--- config.mk ---
export PLATFORM = sky130hd
export DESIGN_NAME = bpred_resolve_queue
export DESIGN_NICKNAME = d
export VERILOG_FILES = /design/src/rtl/bpred_resolve_queue_pkg.sv /design/src/rtl/bpred_resolve_queue_fifo.sv /design/src/rtl/bpred_resolve_queue.sv
export SDC_FILE = /design/constraint.sdc
export NUM_CORES = 1
export LEC_CHECK = 0
export ABC_AREA = 1
export BUFFER_PORTS_ARGS = -buffer_cell sky130_fd_sc_hd__buf_2
export CORE_UTILIZATION = 50
export DETAILED_ROUTE_END_ITERATION = 16
export GPL_TIMING_DRIVEN = 1
export PLACE_DENSITY = 0.8
export SYNTH_ARGS = -nofsm -noshare
export SYNTH_HDL_FRONTEND = slang
export SYNTH_SLANG_ARGS = --single-unit
--- constraint.sdc ---
create_clock -name CLK -period 6.25 [get_ports CLK]
set_input_delay 1.25 -clock CLK [delete_from_list [all_inputs] [get_ports CLK]]
set_output_delay 1.25 -clock CLK [all_outputs]
set_load 0.01 [all_outputs]
--- src/rtl/bpred_resolve_queue_pkg.sv ---
// Shared types and width helpers for the branch-prediction resolve queue.
package bpred_resolve_queue_pkg;

  localparam int ADDR_W = 32;
  localparam int DEPTH  = 4;

  typedef enum logic {
    RUN   = 1'b0,
    FLUSH = 1'b1
  } state_t;

  typedef struct packed {
    logic [ADDR_W-1:0] pc;
    logic [ADDR_W-1:0] pred_npc;
  } entry_t;

  function automatic int ptr_w(input int d);
    return (d > 1) ? $clog2(d) : 1;
  endfunction

  function automatic int cnt_w(input int d);
    return ptr_w(d) + 1;
  endfunction

  localparam int PTR_W = ptr_w(DEPTH);
  localparam int CNT_W = cnt_w(DEPTH);

endpackage

--- src/rtl/bpred_resolve_queue_fifo.sv ---
// In-order storage of predicted branches: pointers, occupancy and a synchronous clear.
module bpred_entry_fifo
  import bpred_resolve_queue_pkg::*;
#(
  parameter int addr_width = ADDR_W,
  parameter int depth      = DEPTH
) (
  input  logic                  CLK,
  input  logic                  RST,
  input  logic                  clr,
  input  logic                  push,
  input  logic                  pop,
  input  logic [addr_width-1:0] wr_pc,
  input  logic [addr_width-1:0] wr_npc,
  output logic [addr_width-1:0] rd_pc,
  output logic [addr_width-1:0] rd_npc,
  output logic                  full,
  output logic                  empty
);

  localparam int PW = ptr_w(depth);
  localparam int CW = cnt_w(depth);

  logic [addr_width-1:0] pc_mem  [depth];
  logic [addr_width-1:0] npc_mem [depth];
  logic [PW-1:0]         head;
  logic [PW-1:0]         tail;
  logic [CW-1:0]         count;

  assign full   = (count == CW'(depth));
  assign empty  = (count == '0);
  assign rd_pc  = pc_mem[head];
  assign rd_npc = npc_mem[head];

  // Pointers wrap naturally because depth is a power of two.
  always_ff @(posedge CLK or posedge RST) begin
    if (RST) begin
      head  <= '0;
      tail  <= '0;
      count <= '0;
    end else if (clr) begin
      head  <= '0;
      tail  <= '0;
      count <= '0;
    end else begin
      if (push) tail <= tail + PW'(1);
      if (pop)  head <= head + PW'(1);
      unique case ({push, pop})
        2'b10:   count <= count + CW'(1);
        2'b01:   count <= count - CW'(1);
        default: count <= count;
      endcase
    end
  end

  always_ff @(posedge CLK) begin
    if (push && !clr) begin
      pc_mem[tail]  <= wr_pc;
      npc_mem[tail] <= wr_npc;
    end
  end

endmodule

--- src/rtl/bpred_resolve_queue.sv ---
// Tracks outstanding branch predictions in order, updates the history table and raises redirects.
module bpred_resolve_queue
  import bpred_resolve_queue_pkg::*;
#(
  parameter int addr_width = ADDR_W,
  parameter int depth      = DEPTH
) (
  input  logic                  CLK,
  input  logic                  RST,
  input  logic                  ENQ_VALID,
  output logic                  ENQ_READY,
  input  logic [addr_width-1:0] ENQ_PC,
  input  logic [addr_width-1:0] ENQ_PRED_NPC,
  input  logic                  RES_VALID,
  output logic                  RES_READY,
  input  logic                  RES_TAKEN,
  input  logic [addr_width-1:0] RES_NPC,
  output logic                  UPD_WE,
  output logic [addr_width-1:0] UPD_PC,
  output logic                  UPD_TAKEN,
  output logic                  MISPRED,
  output logic [addr_width-1:0] REDIRECT_PC,
  output logic [15:0]           RES_CNT,
  output logic [15:0]           MISS_CNT
);

  state_t                state;
  logic                  full;
  logic                  empty;
  logic [addr_width-1:0] head_pc;
  logic [addr_width-1:0] head_npc;
  logic                  enq_fire;
  logic                  res_fire;
  logic                  miss;

  assign ENQ_READY = (state == RUN) && !full;
  assign RES_READY = (state == RUN) && !empty;
  assign enq_fire  = ENQ_VALID && ENQ_READY;
  assign res_fire  = RES_VALID && RES_READY;
  assign miss      = res_fire && (head_npc != RES_NPC);

  // A miss clears the queue; the clear dominates any same-cycle wrong-path enqueue.
  bpred_entry_fifo #(
    .addr_width(addr_width),
    .depth     (depth)
  ) u_fifo (
    .CLK   (CLK),
    .RST   (RST),
    .clr   (miss),
    .push  (enq_fire),
    .pop   (res_fire && !miss),
    .wr_pc (ENQ_PC),
    .wr_npc(ENQ_PRED_NPC),
    .rd_pc (head_pc),
    .rd_npc(head_npc),
    .full  (full),
    .empty (empty)
  );

  always_ff @(posedge CLK or posedge RST) begin
    if (RST) begin
      state       <= RUN;
      UPD_WE      <= 1'b0;
      UPD_PC      <= '0;
      UPD_TAKEN   <= 1'b0;
      MISPRED     <= 1'b0;
      REDIRECT_PC <= '0;
      RES_CNT     <= '0;
      MISS_CNT    <= '0;
    end else begin
      state   <= miss ? FLUSH : RUN;
      UPD_WE  <= res_fire;
      MISPRED <= miss;
      if (res_fire) begin
        UPD_PC    <= head_pc;
        UPD_TAKEN <= RES_TAKEN;
        RES_CNT   <= RES_CNT + 16'd1;
      end
      if (miss) begin
        REDIRECT_PC <= RES_NPC;
        MISS_CNT    <= MISS_CNT + 16'd1;
      end
    end
  end

endmodule

==> run metrics <==
post-synthesis adder-cell area fraction=0.00638; Compound-Gate Fraction of Synth Area=0.0501; Synth cell types=30; DRT antenna net count=0; critical path endpoint category=register; clk buf depth=3; Final Util=0.606; min-delay worst type=reg -> reg; Sw Share=0.350; first-pass GRT wire length=~55,000 um; Slew @ Worst Pin=1150 ps; largest family of logic cells by synthesized area=simple AND/OR/NAND/NOR gates; post-synthesis mux area share=0; Via Count=10.9k; # rows=between 60 and 70; status=complete, no violations; H-tree depth=2; Root Driver=clkbuf_16; HP Start=RES_CNT[15]$_DFFE_PP0P_; biggest area consumer among synthesized cells=edfxtp_1; Post-synth top cells=454 x nand2_1, 256 x edfxtp_1, 121 x nand3_1, 111 x nor2_1, 106 x dfrtp_1; chip height=175 um; Setup CP Type=reg -> reg; Post-Synth Simple-Gate Area=0.194; reg2reg end=u_fifo.pc_mem[3][11]$_DFFE_PP_; Worst VDD drop=0.000247 V; clk_lat worst skew=520 ps; final slew viol count=0; initial antenna violation count=6; mapped cell area=0.0149 mm2; drc violations=0; sequential share of power=0.404; max cap viols=0; clk_skew=approximately 21 ps; PwrDens=roughly 470 mW/mm2; CP startpoint kind=register; P&R area growth vs syn=17.9%; Arr. time, crit path=4580 ps; port bufs=between 200 and 250; final period utilization=0.700; Logic pwr share=0.308; Hold-fix buffers, CTS=0; Worst EP required=approximately 6500 ps; Mean Syn Cell Area=10.8 um2; Filler Cell Count=2,277; Hold Vio Cnt, Final=0; Hold EP=RES_CNT[15]$_DFFE_PP0P_; CTS tree=done; Switching Power=a little under 3 mW; met2 WL=17,100 um; vias in the first global route=roughly 10k; hold path depth=1; Worst R2R Start=u_fifo.head[0]$_DFFE_PP0P_; Tmin final=4370 ps; Die ar.=between 0.03 and 0.04 mm2; Reg clk slew, reported paths=60 ps; internal power=~5.4 mW; synthesis-stage register bit count=362; I/O pins=202; ys flop type=edfxtp_1; Via density=5.45; sequential area share after synthesis=0.693; share of Yosys cell area claimed by the top area cell type=0.515; Pre-Repair DR Iteration Count=5; Final TNS setup=0 ps; largest net degree at the start of global routing=97; Post-Route WL=between 30,000 and 40,000 um; Worst Path Max Fanout=96; Core ar.=0.0290 mm2; share of layout cells above drive strength 1=0.181; DR iter-0 viols=963; P_leak=between 7 and 8 nW; dominant cells by area after synthesis=edfxtp_1 52%, dfrtp_1 18%, nand2_1 11%, nand3_1 4.1%, o21ai_0 3.0%; overall routing resource usage=0.231; WL per Instance=17.7 um; Synth warnings=0; RSZ-0062 raised after global routing=no; Post-Syn Instances=1,382; final setup fails=0; Slew Limit Headroom=0.232; Max Freq=229 MHz; Post-synth EDFFs=around 260; Initial Util=0.514; r2r worst-path depth=14; Reg2Reg Setup Slack=1880 ps; Setup Buffers After CTS=0; post_cts resized=0; clock power share=0.288; post-DP HPWL=around 22,000 um; CTS Buf Count=37; Clock Sinks=between 300 and 400; aggregate global routing overflow=0; top sig layer=met5; Final GP Congestion=between 0.8 and 0.9; Die X-Extent=between 150 and 200 um; xor/xnor share of the synthesized area=0.0176; net count after synthesis=1,490; met1 WL=around 14,000 um; most numerous cell in the Yosys netlist=nand2_1; Async S/R FF share, synth=0.293; Met3 Wirelength=3210 um; fin nets=about 1.7k
==> per-layer routing <==
layer  GRT usage  vias up
met5           0        -
met4      0.0750        2
met3      0.0466       67
met2       0.382      516
met1       0.307     5218
li1            -     5075
==> worst max-delay path: stages, from the launching register on <==
cell and delay, ps:
dfrtp_4 660, buf_4 800, nand2_1 130, nand3_1 160, nand3_1 100, nand2_1 120
nand2_1 60, inv_1 50, nand2_1 50, nor2_1 80, nand2_1 110, o21ai_4 170
nand2_2 170, nor2_4 890, buf_4 420
==> power groups by stage <==
stage | combinational [mW] | clock, mW | sequential (mW)
finish | 2.56 | 2.39 | 3.36
global placement | 2.45 | 0 | 3.37
global route | 2.88 | 2.51 | 3.41
floorplan | 1.66 | 0 | 3.47
detailed placement | 2.53 | 0 | 3.39
CTS | 2.56 | 2.42 | 3.35
==> metrics by stage <==
| stage | setup WS [ps] | hold WS (ps) | total power, mW | instance area (um2) | cells |
|---|---|---|---|---|---|
| 2_1_floorplan | 895 | 449 | 5.13 | 14900 | 1382 |
| 3_3_place_gp | 2030 | 458 | 5.82 | 16200 | 1922 |
| 3_5_place_dp | 1900 | 460 | 5.92 | 16200 | 1922 |
| 4_1_cts | 1910 | 474 | 8.33 | 17600 | 1989 |
| 5_1_grt | 1520 | 480 | 8.80 | 17600 | 1993 |
| 6_report | 1880 | 470 | 8.31 | 17600 | 1995 |
==> cells by family (layout without fill, tap and decap cells) <==
| family | count (synthesis) | after routing |
|---|---|---|
| compound gates | 140 | 140 |
| xor+xnor | 30 | 30 |
| fa+ha+maj | 7 | 7 |
| buf+inv | 130 | 353 |
| flops | 362 | 362 |
| other cells | 0 | 6 |
| simple gates | 713 | 713 |
==> cell usage in the layout, fill, tap and decap left out, types with 2 or more instances in the layout <==
master     instances
clkbuf_8           6
clkinv_2           8
buf_2            201
ha_1               6
clkbuf_1           2
nand2_1          453
diode_2            6
and2_1             2
nand2_2            2
nand3_1          121
o21ai_1           14
nor2_4             4
nor2_1           107
clkinv_1           3
o22ai_1           32
inv_4              2
o21ai_0           90
edfxtp_1         256
inv_6              2
clkbuf_16         37
a31oi_1            2
nor4_1             4
inv_1             68
buf_4             14
xnor2_1            7
dfrtp_1          104
nand4_1            9
xor2_1            23
bufinv_16          8
nor3_1             8
==> registers in the layout (all words and copies together), names as in the netlist, 2 cells and up <==
register        flops
RES_CNT            16
MISS_CNT           16
u_fifo.tail         2
REDIRECT_PC        32
u_fifo.head         2
u_fifo.count        3
u_fifo.pc_mem     128
u_fifo.npc_mem    128
UPD_PC             32
==> how the worst max path moves through the flow <==
| stage | start | endpoint |
|---|---|---|
| 2_1_floorplan | RES_NPC[12] | u_fifo.npc_mem[0][0]$_DFFE_PP_ |
| 3_3_place_gp | u_fifo.head[0]$_DFFE_PP0P_ | u_fifo.pc_mem[3][10]$_DFFE_PP_ |
| 3_5_place_dp | u_fifo.head[0]$_DFFE_PP0P_ | u_fifo.pc_mem[3][11]$_DFFE_PP_ |
| 4_1_cts | u_fifo.head[0]$_DFFE_PP0P_ | u_fifo.npc_mem[3][5]$_DFFE_PP_ |
| 5_1_grt | u_fifo.head[0]$_DFFE_PP0P_ | u_fifo.pc_mem[3][31]$_DFFE_PP_ |
| 6_report | u_fifo.head[0]$_DFFE_PP0P_ | u_fifo.pc_mem[3][11]$_DFFE_PP_ |
==> cell type report <==
class | instances | area, um2 | area share
clock buffer | 45 | 1020 | 0.0578
multi-input combinational | 890 | 4030 | 0.229
clock inverter | 22 | 317 | 0.0180
timing repair buffer | 215 | 1110 | 0.0632
tap | 384 | 480 | 0.0273
inverter | 71 | 272 | 0.0154
sequential | 362 | 10300 | 0.588
antenna | 6 | 15.0 | 0.000854
(Power assumes the default switching activity.)
